[src/rtl/mmio_uart_tx.sv]
// Store-bus snooping UART transmitter: stores to UART_ADDR feed a byte FIFO drained 8N1 on Tx.
// Define UART_PARITY_EN to add an even parity bit (8E1).
module mmio_uart_tx #(
    parameter int          CLKS_PER_BIT = 868,
    parameter int          FIFO_DEPTH   = 16,
    parameter logic [31:0] UART_ADDR    = 32'hFFFF_FFF0
) (
    input  logic        clk,
    input  logic        reset,
    input  logic        Mem_Write,
    input  logic [31:0] Data_Adr,
    input  logic [31:0] Write_Data,
    output logic        Tx,
    output logic        Tx_Busy,
    output logic        Fifo_Full,
    output logic        Fifo_Empty,
    output logic [7:0]  Drop_Count
);
    localparam int AW = $clog2(FIFO_DEPTH);
    localparam int BW = $clog2(CLKS_PER_BIT);
    localparam logic [BW-1:0] BAUD_RELOAD = BW'(CLKS_PER_BIT - 1);
    localparam logic [AW:0]   DEPTH_CNT   = (AW+1)'(FIFO_DEPTH);

    typedef enum logic [2:0] {
        S_IDLE,
        S_START,
        S_DATA,
`ifdef UART_PARITY_EN
        S_PARITY,
`endif
        S_STOP
    } state_t;

    logic [7:0]    r_mem [FIFO_DEPTH];
    logic [AW-1:0] r_wptr, r_rptr;
    logic [AW:0]   r_count;
    logic [7:0]    r_drop;

    state_t        r_state;
    logic [BW-1:0] r_baud;
    logic [2:0]    r_bit;
    logic [7:0]    r_shift;
    logic          r_tx;
    logic          r_busy;
`ifdef UART_PARITY_EN
    logic          r_par;
`endif

    logic w_hit, w_full, w_empty, w_push, w_pop, w_unused;

    assign w_hit    = Mem_Write && (Data_Adr == UART_ADDR);
    assign w_full   = (r_count == DEPTH_CNT);
    assign w_empty  = (r_count == '0);
    assign w_push   = w_hit && !w_full;
    // Pop only from IDLE on the registered (pre-edge) occupancy
    assign w_pop    = (r_state == S_IDLE) && !w_empty;
    assign w_unused = ^Write_Data[31:8];

    always_ff @(posedge clk) begin
        if (w_push)
            r_mem[r_wptr] <= Write_Data[7:0];
    end

    always_ff @(posedge clk) begin
        if (!reset) begin
            r_wptr  <= '0;
            r_rptr  <= '0;
            r_count <= '0;
            r_drop  <= '0;
        end else begin
            if (w_push)
                r_wptr <= r_wptr + AW'(1);
            if (w_pop)
                r_rptr <= r_rptr + AW'(1);
            case ({w_push, w_pop})
                2'b10:   r_count <= r_count + (AW+1)'(1);
                2'b01:   r_count <= r_count - (AW+1)'(1);
                default: r_count <= r_count;
            endcase
            // A full FIFO drops the store even if a pop frees a slot on this edge
            if (w_hit && w_full && (r_drop != 8'hFF))
                r_drop <= r_drop + 8'd1;
        end
    end

    always_ff @(posedge clk) begin
        if (!reset) begin
            r_state <= S_IDLE;
            r_baud  <= '0;
            r_bit   <= '0;
            r_shift <= '0;
            r_tx    <= 1'b1;
            r_busy  <= 1'b0;
`ifdef UART_PARITY_EN
            r_par   <= 1'b0;
`endif
        end else begin
            case (r_state)
                S_IDLE: begin
                    r_tx <= 1'b1;
                    if (w_pop) begin
                        r_shift <= r_mem[r_rptr];
                        r_baud  <= BAUD_RELOAD;
                        r_state <= S_START;
                        r_tx    <= 1'b0;
                        r_busy  <= 1'b1;
`ifdef UART_PARITY_EN
                        r_par   <= ^r_mem[r_rptr];
`endif
                    end
                end
                S_START: begin
                    if (r_baud == '0) begin
                        r_baud  <= BAUD_RELOAD;
                        r_bit   <= '0;
                        r_state <= S_DATA;
                        r_tx    <= r_shift[0];
                    end else begin
                        r_baud <= r_baud - BW'(1);
                    end
                end
                S_DATA: begin
                    if (r_baud == '0) begin
                        r_baud <= BAUD_RELOAD;
                        if (r_bit == 3'd7) begin
`ifdef UART_PARITY_EN
                            r_state <= S_PARITY;
                            r_tx    <= r_par;
`else
                            r_state <= S_STOP;
                            r_tx    <= 1'b1;
`endif
                        end else begin
                            r_bit   <= r_bit + 3'd1;
                            r_shift <= {1'b0, r_shift[7:1]};
                            r_tx    <= r_shift[1];
                        end
                    end else begin
                        r_baud <= r_baud - BW'(1);
                    end
                end
`ifdef UART_PARITY_EN
                S_PARITY: begin
                    if (r_baud == '0) begin
                        r_baud  <= BAUD_RELOAD;
                        r_state <= S_STOP;
                        r_tx    <= 1'b1;
                    end else begin
                        r_baud <= r_baud - BW'(1);
                    end
                end
`endif
                S_STOP: begin
                    r_tx <= 1'b1;
                    if (r_baud == '0) begin
                        r_state <= S_IDLE;
                        r_busy  <= 1'b0;
                    end else begin
                        r_baud <= r_baud - BW'(1);
                    end
                end
                default: begin
                    r_state <= S_IDLE;
                    r_tx    <= 1'b1;
                    r_busy  <= 1'b0;
                end
            endcase
        end
    end

    assign Tx         = r_tx;
    assign Tx_Busy    = r_busy;
    assign Fifo_Full  = w_full;
    assign Fifo_Empty = w_empty;
    assign Drop_Count = r_drop;

endmodule

[config.mk]
export PLATFORM = sky130hd
export DESIGN_NAME = mmio_uart_tx
export DESIGN_NICKNAME = d
export VERILOG_FILES = /design/src/rtl/mmio_uart_tx.sv
export SDC_FILE = /design/constraint.sdc
export NUM_CORES = 1
export LEC_CHECK = 0
export ABC_CLOCK_PERIOD_IN_PS = 6740
export BUFFER_PORTS_ARGS = -buffer_cell sky130_fd_sc_hd__buf_2
export CAP_MARGIN = 10
export CORE_UTILIZATION = 45
export DETAILED_ROUTE_END_ITERATION = 6
export SLEW_MARGIN = 15
export SYNTH_ARGS = -nofsm -noshare
export SYNTH_HDL_FRONTEND = slang
export SYNTH_SLANG_ARGS = --single-unit
[constraint.sdc]
create_clock -name clk -period 6.74 [get_ports clk]
set_clock_uncertainty 0.05 [all_clocks]
set_input_delay 1.348 -clock clk [delete_from_list [all_inputs] [get_ports clk]]
set_output_delay 1.348 -clock clk [all_outputs]
set_load 0.02 [all_outputs]
==> reports/qor.yml <==
worst_hold_path:
  worstHoldPathType: "register to register"
synth:
  synth-seq-cells: 178
  synth_nets: 630
  synth-simple-area-share: 0.111
  synth-edff-count: 128
  netlist_area_mm2: 0.00769
  synth_compound_area_frac: 0.0693
  synthMuxAreaShare: 0.119
  async_flop_share: 0
  yosysTopAreaCellShare: 0.500
  syn_avg_cell_area_um2: 14.1
  yosys.cell_types.count: 58
  synth.largest_area_cell: "edfxtp_1"
  yosysSeqAreaShare: 0.630
  synth_area_leaders: "edfxtp_1 (50%), dfxtp_1 (13%), mux4_2 (9.4%), ha_1 (2.8%), nor2_1 (2.3%)"
  synthAdderAreaFrac: 0.0277
  synthCells: 546
  synth_top_family_by_area: "multiplexers"
  synth-main-ff-cell: "edfxtp_1"
  synth_xor_area_frac: 0.0148
  synth_warnings: 0
die:
  fp.coreArea_mm2: 0.0166
  die_w_um: 133
  die_h_um: 133
  io_pins: 79
  rows: 47
  initial_utilization: 0.462
  die_area_mm2: 0.0176
cells_and_area:
  fill_cells: 1397
  diodes: 0
  fin_nets: 681
  design_area_mm2: 0.00875
  final_common_cell: "edfxtp_1"
  final_cell_mix: "edfxtp_1 (128), buf_2 (54), dfxtp_1 (49)"
  area_growth_pct: 13.8
  drive_gt1_frac: 0.238
  fin_cells: 830
clock_network:
  postCtsHoldBufs: 0
  ctsResizeCount: 0
  cts_sinks: 178
  insertion_delay_ns: 0.42
  numCtsBuffers: 17
  cts_root_buf: "clkbuf_16"
  cts_buffer_depth: 2
  cts_tree: "done"
  ctsHtreeMaxLevel: 4
  post_cts_buffers: 0
  cts.reportedPaths.clkPinSlew_ns: 0.06
drt:
  via_per_inst: 5.56
  vias: 4614
  drtAntennaViolNets: 0
  detail_route.iter0.violations: 344
  dr.pass1.iters: 5
  post-route-drc-count: 0
  wire_per_inst_um: 18.1
  drt-total-wl_mm: 15.0
timing:
  setup_viol: 0
  hold_violations: 0
  max_freq_mhz: 249
  post-route-period-util: 0.596
  worst_pin_slew_ns: 1.11
  fin_crit_ns: 4.02
  rsz0062_at_grt: "false"
  slew_headroom: 0.253
  finalSetupTns_ns: 0
  slew_violations: 0
place:
  dp.cells: 798
  placed_area_mm2: 0.00815
  gp_congestion: 0.766
  io_buffer_count: 54
  dp.final_hpwl_mm: 9.82
critical_path:
  path_buf_inv: 3
  arrival_ns: 4.32
  crit_fanout: 8
  cp-end-kind: "register"
  cp_slowest_cell: "and4_1"
  crit_chain: "buf_2, nand4b_1, nor4_2, and4_1, inv_2, ha_1, xor2_1, ha_1, inv_1, o21ai_0, a21o_1, a221oi_1, mux2i_1"
  crit_required_ns: 7.04
  cp-start-kind: "input pin"
  critPathTopFamily: "simple AND/OR/NAND/NOR gates"
  crit_type: "input pin to register"
  cpMostUsedCell: "ha_1"
  regToRegSetupSlack_ns: 3.69
  slowest_delay_ns: 0.50
grt:
  grt_pass1_vias: 4576
  grt_overflow: 0
  antenna_found_initial: 0
  grt_max_degree: 35
  track_usage: 0.181
  grt_pass1_wl_mm: 23.9
power:
  ir_drop_v: 0.000193
  p_leak_nw: 2.92
  powerDensity_mw_per_mm2: 314
run:
  cap_violations: 0
outcome:
  status: "complete, no violations"
## cell usage after synthesis (2+ instances only)
| cell type | count |
|---|---|
| or3_1 | 4 |
| buf_2 | 7 |
| mux2_2 | 5 |
| ha_1 | 17 |
| o221ai_1 | 3 |
| nor3_1 | 9 |
| o21a_1 | 3 |
| buf_1 | 2 |
| mux4_2 | 32 |
| xnor2_1 | 2 |
| a211oi_1 | 3 |
| a22oi_1 | 2 |
| or4_1 | 4 |
| nand4b_1 | 2 |
| xor2_1 | 11 |
| nand4_1 | 12 |
| nand2_1 | 32 |
| o21ai_0 | 18 |
| inv_1 | 20 |
| a22o_1 | 2 |
| or2_2 | 2 |
| edfxtp_1 | 128 |
| nor2_1 | 48 |
| and4_1 | 3 |
| buf_6 | 3 |
| o211ai_1 | 2 |
| mux2i_1 | 14 |
| a21oi_1 | 24 |
| nand2b_1 | 6 |
| clkbuf_1 | 15 |
| and3_1 | 5 |
| nor3b_1 | 3 |
| o22ai_1 | 8 |
| dfxtp_1 | 50 |
| nor2b_1 | 3 |
| nor4b_2 | 4 |
| a21o_1 | 3 |
| o31ai_1 | 5 |
| nor4_2 | 2 |
| a221oi_1 | 2 |
| nand3_1 | 9 |
## tightest hold or removal path, delay by kind of cell, from the launching register on
| family | cells | cell delay [ns] |
|---|---|---|
| AO/OA/AOI/OAI | 1 | 0.05 |
| AND/OR/NAND/NOR | 1 | 0.06 |
| flip-flops | 1 | 0.33 |
## sequential cells by signal, indices dropped and copies added (netlist names), named ones only
signal and flops:
r_shift 8, Tx 1, r_bit 3, r_wptr 4, Tx_Busy 1, r_state 2, r_baud 10, Drop_Count 8
r_mem 128, r_rptr 4, r_count 5
## final cells by class
class	count	area [µm²]	share of cell area
clock buffer	18	429	0.0491
clock inverter	14	170	0.0195
inverter	22	82.6	0.00944
multi-input combinational	319	2640	0.301
sequential	178	4850	0.554
tap	220	275	0.0315
timing repair buffer	59	308	0.0352
## logic make-up after synthesis
family | after synthesis
compound gates | 83
xor+xnor | 13
fa+ha+maj | 17
buf+inv | 49
flops | 178
mux | 51
simple gates | 155
## final timing paths
check,start,to,cells past startpoint
hold / removal,r_bit[1],r_bit[1],2
hold reg to reg,r_bit[1],r_bit[1],2
setup reg to reg,r_count[1],r_count[4],12
setup / recovery,Data_Adr[1],r_count[4],13
## report_power, final
part	switching (mW)	leakage, nW	internal (mW)
Sequential	0.0454	1.55	1.22
Clock	0.441	0.290	0.560
Combinational	0.306	1.07	0.175
## metrics by stage
| step | power (mW) | setup slack (ns) | hold WS, ns | utilization |
|---|---|---|---|---|
| finish | 2.75 | 2.72 | 0.434 | 0.526 |
| global route | 2.87 | 2.48 | 0.462 | 0.526 |
| CTS | 2.76 | 2.71 | 0.432 | 0.526 |
| detailed placement | 1.77 | 2.26 | 0.423 | 0.490 |
| global placement | 1.75 | 2.30 | 0.413 | 0.490 |
| floorplan | 1.65 | 2.86 | 0.400 | - |
## per-layer routing
| layer | GRT usage | part of all wire | vias to the layer above |
|---|---|---|---|
| met5 | 0 | 0 | - |
| met4 | 0.0607 | 0.012 | 0 |
| met3 | 0.0433 | 0.044 | 15 |
| met2 | 0.305 | 0.50 | 120 |
| met1 | 0.231 | 0.44 | 2291 |
| li1 | - | - | 2188 |
Power figures use the tool's default switching activity.
